===== src/rtl/pc_pkg.sv =====
// Shared types for the fetch-stage PC predictor: direction counter encodings,
// the BTB entry layout and the saturating counter update.
package pc_pkg;

  localparam int unsigned XLEN_DEF      = 32;
  localparam int unsigned BTB_DEPTH_DEF = 16;
  localparam int unsigned IW_DEF        = $clog2(BTB_DEPTH_DEF);
  localparam int unsigned TAG_W_DEF     = XLEN_DEF - IW_DEF - 2;

  typedef logic [1:0] ctr_t;

  localparam ctr_t SNT = 2'b00;
  localparam ctr_t WNT = 2'b01;
  localparam ctr_t WT  = 2'b10;
  localparam ctr_t ST  = 2'b11;

  // Entry layout at the default geometry; btb_array rebuilds it from its own parameters.
  typedef struct packed {
    logic                    valid;
    logic [TAG_W_DEF-1:0]    tag;
    logic [XLEN_DEF-1:0]     target;
    ctr_t                    ctr;
  } btb_entry_t;

  function automatic ctr_t sat_update(input ctr_t ctr, input logic taken);
    ctr_t res;
    res = ctr;
    if (taken) begin
      if (ctr != ST) res = ctr + 2'd1;
    end else begin
      if (ctr != SNT) res = ctr - 2'd1;
    end
    return res;
  endfunction

endpackage


===== src/rtl/pc_predict_unit_if.sv =====
// Fetch/execute-side bus of the PC predictor: stall, redirect, resolved-branch
// update in; fetch address and prediction out.
interface pc_predict_unit_if #(
  parameter int unsigned XLEN = 32
);

  logic            stall_i;
  logic            redirect_i;
  logic [XLEN-1:0] redirect_pc_i;
  logic            upd_valid_i;
  logic            upd_is_branch_i;
  logic [XLEN-1:0] upd_pc_i;
  logic            upd_taken_i;
  logic [XLEN-1:0] upd_target_i;
  logic [XLEN-1:0] if_addr_o;
  logic [XLEN-1:0] if_pc4_o;
  logic            pred_taken_o;
  logic [XLEN-1:0] pred_target_o;

  // Pipeline side: hazard unit / execute stage driving the predictor.
  modport master (
    output stall_i, redirect_i, redirect_pc_i,
    output upd_valid_i, upd_is_branch_i, upd_pc_i, upd_taken_i, upd_target_i,
    input  if_addr_o, if_pc4_o, pred_taken_o, pred_target_o
  );

  modport slave (
    input  stall_i, redirect_i, redirect_pc_i,
    input  upd_valid_i, upd_is_branch_i, upd_pc_i, upd_taken_i, upd_target_i,
    output if_addr_o, if_pc4_o, pred_taken_o, pred_target_o
  );

endinterface


===== src/rtl/btb_array.sv =====
// Direct-mapped branch target buffer: async lookup port, sync update port
// with 2-bit saturating direction counters, every entry cleared on reset.
module btb_array
  import pc_pkg::*;
#(
  parameter int unsigned XLEN  = XLEN_DEF,
  parameter int unsigned DEPTH = BTB_DEPTH_DEF
) (
  input  logic            clk,
  input  logic            rst_n,
  input  logic [XLEN-1:0] rd_pc_i,
  output logic            rd_hit_c,
  output ctr_t            rd_ctr_c,
  output logic [XLEN-1:0] rd_target_c,
  input  logic            wr_en_i,
  input  logic [XLEN-1:0] wr_pc_i,
  input  logic            wr_taken_i,
  input  logic [XLEN-1:0] wr_target_i
);

  localparam int unsigned IW = $clog2(DEPTH);
  localparam int unsigned TW = XLEN - IW - 2;

  typedef struct packed {
    logic            valid;
    logic [TW-1:0]   tag;
    logic [XLEN-1:0] target;
    ctr_t            ctr;
  } entry_t;

  localparam entry_t ENTRY_RST = '{valid: 1'b0, tag: '0, target: '0, ctr: WNT};

  entry_t          entry_q [DEPTH];
  entry_t          entry_d [DEPTH];

  logic [IW-1:0]   rd_idx;
  logic [TW-1:0]   rd_tag;
  entry_t          rd_entry;
  logic [IW-1:0]   wr_idx;
  logic [TW-1:0]   wr_tag;
  entry_t          wr_entry;
  logic            wr_hit;
  logic [XLEN-1:0] wr_target_al;
  logic            unused_lsbs;

  // Lookup sees only registered contents, so a same-cycle write is not bypassed.
  assign rd_idx      = rd_pc_i[IW+1:2];
  assign rd_tag      = rd_pc_i[XLEN-1:IW+2];
  assign rd_entry    = entry_q[rd_idx];
  assign rd_hit_c    = rd_entry.valid && (rd_entry.tag == rd_tag);
  assign rd_ctr_c    = rd_entry.ctr;
  assign rd_target_c = rd_entry.target;

  assign wr_idx       = wr_pc_i[IW+1:2];
  assign wr_tag       = wr_pc_i[XLEN-1:IW+2];
  assign wr_entry     = entry_q[wr_idx];
  assign wr_hit       = wr_entry.valid && (wr_entry.tag == wr_tag);
  assign wr_target_al = {wr_target_i[XLEN-1:2], 2'b00};

  assign unused_lsbs = ^{rd_pc_i[1:0], wr_pc_i[1:0], wr_target_i[1:0]};

  // Train on hit, allocate only on a taken miss; a not-taken miss leaves the table alone.
  always_comb begin
    for (int unsigned i = 0; i < DEPTH; i++) begin
      entry_d[IW'(i)] = entry_q[IW'(i)];
    end
    if (wr_en_i) begin
      if (wr_hit) begin
        entry_d[wr_idx].ctr = sat_update(wr_entry.ctr, wr_taken_i);
        if (wr_taken_i) entry_d[wr_idx].target = wr_target_al;
      end else if (wr_taken_i) begin
        entry_d[wr_idx] = '{valid: 1'b1, tag: wr_tag, target: wr_target_al, ctr: WT};
      end
    end
  end

  always_ff @(posedge clk or negedge rst_n) begin
    if (!rst_n) begin
      for (int unsigned i = 0; i < DEPTH; i++) begin
        entry_q[IW'(i)] <= ENTRY_RST;
      end
    end else begin
      for (int unsigned i = 0; i < DEPTH; i++) begin
        entry_q[IW'(i)] <= entry_d[IW'(i)];
      end
    end
  end

endmodule


===== src/rtl/pc_predict_unit.sv =====
// Fetch-stage PC register with BTB-driven next-PC prediction; redirect beats
// stall beats predicted target.
module pc_predict_unit
  import pc_pkg::*;
#(
  parameter int unsigned     XLEN      = XLEN_DEF,
  parameter int unsigned     BTB_DEPTH = BTB_DEPTH_DEF,
  parameter logic [XLEN-1:0] RESET_PC  = '0
) (
  input logic               CLK,
  input logic               Reset,
  pc_predict_unit_if.slave  bus
);

  logic [XLEN-1:0] pc_q;
  logic [XLEN-1:0] pc_d;
  logic [XLEN-1:0] pc4_c;
  logic            btb_hit_c;
  ctr_t            btb_ctr_c;
  logic [XLEN-1:0] btb_target_c;
  logic            pred_taken_c;
  logic [XLEN-1:0] pred_target_c;
  logic            btb_wr_en_c;
  logic            unused_bits;

  assign btb_wr_en_c = bus.upd_valid_i && bus.upd_is_branch_i;

  btb_array #(
    .XLEN  (XLEN),
    .DEPTH (BTB_DEPTH)
  ) u_btb (
    .clk         (CLK),
    .rst_n       (Reset),
    .rd_pc_i     (pc_q),
    .rd_hit_c    (btb_hit_c),
    .rd_ctr_c    (btb_ctr_c),
    .rd_target_c (btb_target_c),
    .wr_en_i     (btb_wr_en_c),
    .wr_pc_i     (bus.upd_pc_i),
    .wr_taken_i  (bus.upd_taken_i),
    .wr_target_i (bus.upd_target_i)
  );

  assign pc4_c         = pc_q + XLEN'(4);
  assign pred_taken_c  = btb_hit_c && btb_ctr_c[1];
  assign pred_target_c = pred_taken_c ? btb_target_c : pc4_c;

  assign unused_bits = ^{bus.redirect_pc_i[1:0], btb_ctr_c[0]};

  // Next-PC select.
  always_comb begin
    pc_d = pc_q;
    if (bus.redirect_i) begin
      pc_d = {bus.redirect_pc_i[XLEN-1:2], 2'b00};
    end else if (!bus.stall_i) begin
      pc_d = pred_target_c;
    end
  end

  always_ff @(posedge CLK or negedge Reset) begin
    if (!Reset) pc_q <= RESET_PC;
    else        pc_q <= pc_d;
  end

  assign bus.if_addr_o     = pc_q;
  assign bus.if_pc4_o      = pc4_c;
  assign bus.pred_taken_o  = pred_taken_c;
  assign bus.pred_target_o = pred_target_c;

endmodule


===== src/flat_wrapper.sv =====
// flat-port wrapper written by rule: the top's interface ports become plain ports
module pc_predict_unit_flat import pc_pkg::*;
#(
  parameter int unsigned     XLEN      = XLEN_DEF,
  parameter int unsigned     BTB_DEPTH = BTB_DEPTH_DEF,
  parameter logic [XLEN-1:0] RESET_PC  = '0
)
  (CLK, Reset, bus_stall_i, bus_redirect_i, bus_redirect_pc_i, bus_upd_valid_i, bus_upd_is_branch_i, bus_upd_pc_i, bus_upd_taken_i, bus_upd_target_i, bus_if_addr_o, bus_if_pc4_o, bus_pred_taken_o, bus_pred_target_o);
  pc_predict_unit_if #(.XLEN(XLEN)) bus_i ();
  input logic CLK;
  input logic Reset;
  input wire logic [$bits(bus_i.stall_i)-1:0] bus_stall_i;
  input wire logic [$bits(bus_i.redirect_i)-1:0] bus_redirect_i;
  input wire logic [$bits(bus_i.redirect_pc_i)-1:0] bus_redirect_pc_i;
  input wire logic [$bits(bus_i.upd_valid_i)-1:0] bus_upd_valid_i;
  input wire logic [$bits(bus_i.upd_is_branch_i)-1:0] bus_upd_is_branch_i;
  input wire logic [$bits(bus_i.upd_pc_i)-1:0] bus_upd_pc_i;
  input wire logic [$bits(bus_i.upd_taken_i)-1:0] bus_upd_taken_i;
  input wire logic [$bits(bus_i.upd_target_i)-1:0] bus_upd_target_i;
  output wire logic [$bits(bus_i.if_addr_o)-1:0] bus_if_addr_o;
  output wire logic [$bits(bus_i.if_pc4_o)-1:0] bus_if_pc4_o;
  output wire logic [$bits(bus_i.pred_taken_o)-1:0] bus_pred_taken_o;
  output wire logic [$bits(bus_i.pred_target_o)-1:0] bus_pred_target_o;
  assign bus_i.stall_i = bus_stall_i;
  assign bus_i.redirect_i = bus_redirect_i;
  assign bus_i.redirect_pc_i = bus_redirect_pc_i;
  assign bus_i.upd_valid_i = bus_upd_valid_i;
  assign bus_i.upd_is_branch_i = bus_upd_is_branch_i;
  assign bus_i.upd_pc_i = bus_upd_pc_i;
  assign bus_i.upd_taken_i = bus_upd_taken_i;
  assign bus_i.upd_target_i = bus_upd_target_i;
  assign bus_if_addr_o = bus_i.if_addr_o;
  assign bus_if_pc4_o = bus_i.if_pc4_o;
  assign bus_pred_taken_o = bus_i.pred_taken_o;
  assign bus_pred_target_o = bus_i.pred_target_o;
  pc_predict_unit #(.XLEN(XLEN), .BTB_DEPTH(BTB_DEPTH), .RESET_PC(RESET_PC)) u_core (.CLK(CLK), .Reset(Reset), .bus(bus_i));
endmodule

===== config.mk =====
export PLATFORM = sky130hd
export DESIGN_NAME = pc_predict_unit_flat
export DESIGN_NICKNAME = d
export VERILOG_FILES = /design/src/rtl/pc_pkg.sv /design/src/rtl/pc_predict_unit_if.sv /design/src/rtl/btb_array.sv /design/src/rtl/pc_predict_unit.sv /design/src/flat_wrapper.sv
export SDC_FILE = /design/constraint.sdc
export NUM_CORES = 2
export LEC_CHECK = 0
export BUFFER_PORTS_ARGS = -buffer_cell sky130_fd_sc_hd__buf_2
export CAP_MARGIN = 20
export CORE_UTILIZATION = 53
export CTS_CLUSTER_SIZE = 14
export DETAILED_ROUTE_END_ITERATION = 10
export PLACE_DENSITY = 0.7
export SLEW_MARGIN = 20
export SYNTH_ARGS = -nofsm -noshare
export SYNTH_HDL_FRONTEND = slang
export SYNTH_SLANG_ARGS = --single-unit

===== constraint.sdc =====
create_clock -name CLK -period 4.6 [get_ports CLK]
set_input_delay 0.23 -clock CLK [delete_from_list [all_inputs] [get_ports CLK]]
set_output_delay 0.23 -clock CLK [all_outputs]
set_load 0.02 [all_outputs]

Word-level counts from Yosys, hierarchy flattened --
Cells that the tools add are included.
Storage, ports and cells: bits of input ports 103, output and inout port bits 97, word-level logic and storage cells 111, memories kept 0, bits in latches 0, RAM bits 0, ROM bits 0, register bits 1008
Operators by class: reductions and logical operators 8, order comparisons 3, add/subtract/negate cells 3, bitwise gates (word level) 2, equality and inequality tests 4, multipliers 0, divide/modulo/power cells 0, shift operators 0, muxes and demuxes 26
Operators by type and width (number):
- $bwmux W976 | 3
- $mux W976 | 3
- $demux W61 S4 | 3
- $bmux W61 S4 | 2
- $mux W61 | 5
- $mux W32 | 3
- $eq A26 B26 Y1 | 2
- $mux W34 | 1
- $add A32 B3 Y32 const B | 1
- $mux W2 | 6
- $ge A5 B5 Y1 const B | 2
- $not A4 Y5 | 2
- $logic_and A1 B1 Y1 | 5
- $lt A5 B1 Y1 const B | 1
- $reduce_bool A2 Y1 | 2
- $add A2 B1 Y2 const B | 1
- $ne A2 B1 Y1 const B | 1
- $ne A2 B2 Y1 const B | 1
- $reduce_and A2 Y1 | 1
- $sub A2 B1 Y2 const B | 1

Logic depth before layout (Yosys ltp) --
depth in word-level cells 13, depth in mapped cells 17, mapped depth without buffers 9

Hierarchy --
From an unflattened synthesis, not the netlist that was laid out.
Unflattened totals: cells, all modules 3434, area, all modules 51333.0 um2
By module, submodules not included:
- btb_array | area each 48530.3 um2, times used 1, cells each 3069, sequential area each 24443.4 um2
- pc_predict_unit | area each 2802.7 um2, times used 1, cells each 365, sequential area each 800.8 um2

Least setup slack after synthesis --
No wires, ideal clock.
path type flip-flop to flip-flop, start reg u_core.pc_q[3] (netlist: u_core.bus.if_addr_o[3]), end reg u_core.pc_q[10] (netlist: u_core.bus.if_addr_o[10]), period minus slack after synthesis 3896 ps, arrival 3772 ps, path slack 704 ps, buffers on the path 7, cell stages (with the launch flop) 12, library setup time 124 ps, data required time 4476 ps, path through dfrtp_1 -> buf_2 -> buf_2 -> buf_2 -> buf_2 -> buf_2 -> clkbuf_1 -> buf_1 -> mux4_2 -> mux4_2 -> mux2_4 -> o31a_1
On the way: word-level cells in the longest chain between the ends 10, elaborated cells on any way between the ends 11, those cells by class 1 x add/sub; 1 x eq/ne; 6 x mux; 1 x bitwise; 2 x reduce/logical
RTL lines:
- start: declaration | RTL line pc_predict_unit.sv:15 | logic [XLEN-1:0] pc_q;
- start signal: assignment | RTL line pc_predict_unit.sv:62 | else pc_q <= pc_d;
- $not A4 Y5 (not written as such) | RTL line btb_array.sv:49 | assign rd_entry = entry_q[rd_idx];
- $bmux W61 S4 | RTL line btb_array.sv:49
- $mux W61 (not written as such) (2 in series) | RTL line btb_array.sv:49
- $eq A26 B26 Y1 | RTL line btb_array.sv:50 | assign rd_hit_c = rd_entry.valid && (rd_entry.tag == rd_tag);
- $logic_and A1 B1 Y1 | RTL line btb_array.sv:50
- $logic_and A1 B1 Y1 | RTL line pc_predict_unit.sv:45 | assign pred_taken_c = btb_hit_c && btb_ctr_c[1];
- $mux W32 (*) | RTL line pc_predict_unit.sv:46 | assign pred_target_c = pred_taken_c ? btb_target_c : pc4_c;
- net bus_pred_target_o[10] | RTL line flat_wrapper.sv:23 | output wire logic [$bits(bus_i.pred_target_o)-1:0] bus_pred_target_o;
- $mux W32 (*) | RTL line pc_predict_unit.sv:55 | end else if (!bus.stall_i) begin
- $mux W32 (*) | RTL line pc_predict_unit.sv:53 | if (bus.redirect_i) begin
Mark *: on every way through the listed nets, which the timed path passes. The rest lies on a longest branch. The select of a mux whose other input is x is not followed. A chain may end at the register's enable or synchronous reset.

Final worst setup path --
start reg u_core.pc_q[4] (netlist: u_core.bus.if_addr_o[4]), end out bus_pred_target_o[11]
On the way: word-level cells in the longest chain between the ends 8, elaborated cells on any way between the ends 9, those cells by class 1 x add/sub; 1 x eq/ne; 4 x mux; 1 x bitwise; 2 x reduce/logical
RTL lines (RTL line):
- $not A4 Y5 (not written as such) | btb_array.sv:49
- $bmux W61 S4 | btb_array.sv:49
- $mux W61 (not written as such) (2 in series) | btb_array.sv:49
- $eq A26 B26 Y1 | btb_array.sv:50
- $logic_and A1 B1 Y1 | btb_array.sv:50
- $logic_and A1 B1 Y1 | pc_predict_unit.sv:45
- $mux W32 (*) | pc_predict_unit.sv:46
- end: declaration | flat_wrapper.sv:23
Mark *: on every way between the ends. The rest lies on a longest branch, timed or not. The select of a mux whose other input is x is not followed.

==> results.yml <==
pwr:
  power.density_nw_per_um2: 413
  p_leak_nw: 27.4
  power_mw: 24.6
  ir_drop_mv: 0.314
clocking:
  cts_tree: "done"
  cts_root_buf: "clkbuf_16"
  numCtsBuffers: 108
  cts.clk_slew.worst_paths_ns: 0.06
  cts-htree-levels: 3
  clock_path_buffers: 3
  numClockSinks: 1008
  clk_latency_ns: 0.73
global_routing:
  grt_pass1_vias: 35500
  antenna_found_initial: 9
  grt_pass1_wl_um: 234000
  grt_usage_pct: 32.3
  grt_max_degree: 161
  grt-ovfl-total: 0
timing:
  tightest_slew_ns: 1.22
  hold_violations: 0
  tns_ns: -1.65
  maxSlewViolCount: 0
  fmax_ghz: 0.213
  period_share_pct: 102
  fin_ws_ns: -0.0952
  setup_viol: 29
  max_slew_margin_pct: 18.5
  rsz0062_at_grt: "yes"
  layout_min_cycle_time_ns: 4.70
  finClkSkew_ns: 0.0689
  worst_hold_slack_ns: 0.0343
run_status:
  status: "finished with violations"
  violations: "setup timing"
routing:
  viasPerCell: 6.59
  met2_length_um: 73900
  antenna_left: 0
  routedLengthMet1_um: 63700
  first_iter_violations: 3370
  drc: 0
  vias: 33300
  top_layer: "met5"
  drtPass1Iterations: 7
  wl_per_cell_um: 30.9
  met3_length_um: 12800
  finalWirelength_um: 156000
setup_path:
  cp.arrival_ns: 4.47
  rr_endpoint: "u_core.u_btb.entry_q[728]"
  r2r_cells: 14
  path_cells: "buf_6, nor2b_2, buf_6, buf_12, a22o_1, o211ai_1, nand4_1, or4_4, nor4b_4, buf_6, nand3_4, buf_12, mux2_4, buf_2"
  cp-startpoint: "u_core.bus.if_addr_o[4]"
  cp.depth: 14
  crit_type: "flop to output pin"
  critPathSlowestCell: "dfrtp_4"
  crit_top_cell: "buf_6"
  reg2reg_slack_ns: 0.29
  start_kind: "flop"
  critPathBufInv: 6
  timing.critical_path.max_delay_family: "simple AND/OR/NAND/NOR gates"
  endpoint: "bus_pred_target_o[11]"
  required_ns: 4.37
  max_stage_delay_ns: 0.60
  crit_path_end_kind: "output pin"
  rr_startpoint: "u_core.u_btb.entry_q[56]"
  cp_max_fo: 19
placed_design:
  dp.cells: 4741
  hpwl_um: 102000
  place_area_um2: 54500
  globalplace.congestion: 0.936
  portBuffers: 193
layout:
  area_growth_pct: 16.1
  finalNonFillerCells: 5052
  stdcell_area_um2: 59700
  fin_nets: 3804
  layout-drive-gt1-share_pct: 51.4
logic_synthesis:
  yosysSeqAreaShare_pct: 49.1
  avgSynthCellArea_um2: 15.0
  syn-num-nets: 3530
  ys_ff_latch: 1008
  netlist_instances: 3426
  synth_flop_cell: "dfrtp_1"
  netlist_area_um2: 51400
  ys_warn_count: 0
  synth-async-reset-ratio_pct: 100
  synth_edf_count: 0
  synth_cell_type_count: 74
  synthTopCellsByArea: "dfrtp_1 48%, mux2_2 19%, mux4_2 15%"
  synth_area_leader_cell: "dfrtp_1"
  synth_top_area_share_pct: 48.3
floorplan:
  initial_core_util_pct: 53.8
  io_pins: 200
  core_um2: 95600
  fp.dieW_um: 313
  rows: 113
  die_h_um: 313
  die_area_um2: 98300
hold_path:
  hold_depth: 2
  hold_path.startpoint: "bus_upd_pc_i[13]"
  hp-class: "input port to flop"
flow_run:
  maxCapViolations: 0
-- layer usage --
metal	vias up	track usage, %
li1	13500	-
met4	10	11.8
met3	354	7.47
met2	1552	50.7
met5	-	0
met1	17900	44.3
-- power breakdown --
group	leakage (nW)	internal (mW)	switching [mW]
combinational	12.4	2.60	2.43
clock	1.75	5.08	3.71
sequential	13.3	10.0	0.825
total	27.4	17.7	6.97
-- flip-flops by register name, indices dropped and copies added, names as in the netlist --
name,count
u_core.bus.if_addr_o,32
u_core.u_btb.entry_q,976
-- worst reg2reg max path, stage by stage (launching register included) --
cell and delay, ns:
dfrtp_1 0.40, mux4_2 0.47, mux2i_1 0.23, xor2_1 0.20, buf_4 0.18, nand4_1 0.12
buf_4 0.19, a2111oi_0 0.42, buf_4 0.19, o21ai_1 0.05, or4_2 0.63, buf_12 0.23
nand2b_2 0.28, buf_12 0.20, mux2_2 0.36
-- kinds of logic after synthesis --
group	count (synthesis)	synth area share, %
AO/OA/AOI/OAI	224	3.29
buffers and inverters	351	3.52
AND/OR/NAND/NOR	319	3.57
adder cells (fa/ha/maj)	3	0.0633
flip-flops	1008	49.1
multiplexers	1440	39.1
XOR/XNOR	81	1.38
-- per-stage QoR --
step | util [%] | setup WS (ns)
floorplan | - | 0.704
global placement | 57.1 | 0.0921
detailed placement | 57.1 | 0.0981
CTS | 62.3 | -0.0699
global route | 62.5 | -0.147
finish | 62.5 | -0.0952
-- Yosys cell counts, drive strengths merged (3+ instances only) --
master / count
inv: 20
o22ai: 5
a22oi: 18
nor3b: 3
nor2b: 27
o31a: 28
mux2: 932
o221ai: 3
dfrtp: 992
nor4: 14
clkbuf: 178
dfstp: 16
nor2: 66
nand2: 71
a21oi: 46
a32o: 17
and2: 18
nand2b: 22
a2bb2oi: 29
mux4: 353
a31oi: 7
o211ai: 8
a221oi: 5
mux2i: 155
o31ai: 4
and3: 13
nand4: 13
or4: 5
o2111ai: 4
o21ai: 12
nor3: 18
nand3: 35
or3: 3
xor2: 39
a211oi: 7
buf: 153
nand3b: 5
a22o: 10
xnor2: 42
-- cell type report --
type / instances / area [um^2]
diodes: 2 / 5.00
repair buffers: 495 / 4490
inverters: 20 / 80.1
fillers: 6902 / 35900
well taps: 1265 / 1580
clock inverters: 35 / 455
flip-flops and latches: 1008 / 25300
clock buffers: 160 / 3150
multi-input cells: 2067 / 24700
-- cells in the final DEF, fill, tap and decap left out, types with 24 or more instances in the layout --
cell type / n
a21oi_1: 45
a2bb2oi_1: 29
buf_12: 62
buf_2: 170
buf_4: 145
buf_6: 35
clkbuf_1: 27
clkbuf_16: 108
clkbuf_8: 26
dfrtp_1: 988
dlygate4sd3_1: 75
mux2_1: 24
mux2_2: 881
mux2_4: 27
mux2i_1: 148
mux4_2: 353
nand2_1: 55
nand3_1: 26
nor2_1: 56
nor2b_1: 26
o31a_1: 28
xnor2_1: 38
xor2_1: 37
-- how the worst min path moves through the flow --
stage and endpoint:
2_1_floorplan u_core.bus.if_addr_o[0], 3_3_place_gp u_core.u_btb.entry_q[421], 3_5_place_dp u_core.u_btb.entry_q[421], 4_1_cts u_core.u_btb.entry_q[181], 5_1_grt u_core.u_btb.entry_q[530], 6_report u_core.u_btb.entry_q[163]
-- timing repair --
item                                    in CTS  in global routing
resized for setup                           84                 28
endpoints found under the setup margin      39                 36
hold buffers                                75                  0
setup buffers                               33                  5
gates cloned                                 1                  0
endpoints found under the hold margin      674                  0
pin swaps                                   10                  2
Power figures use the tool's default switching activity.
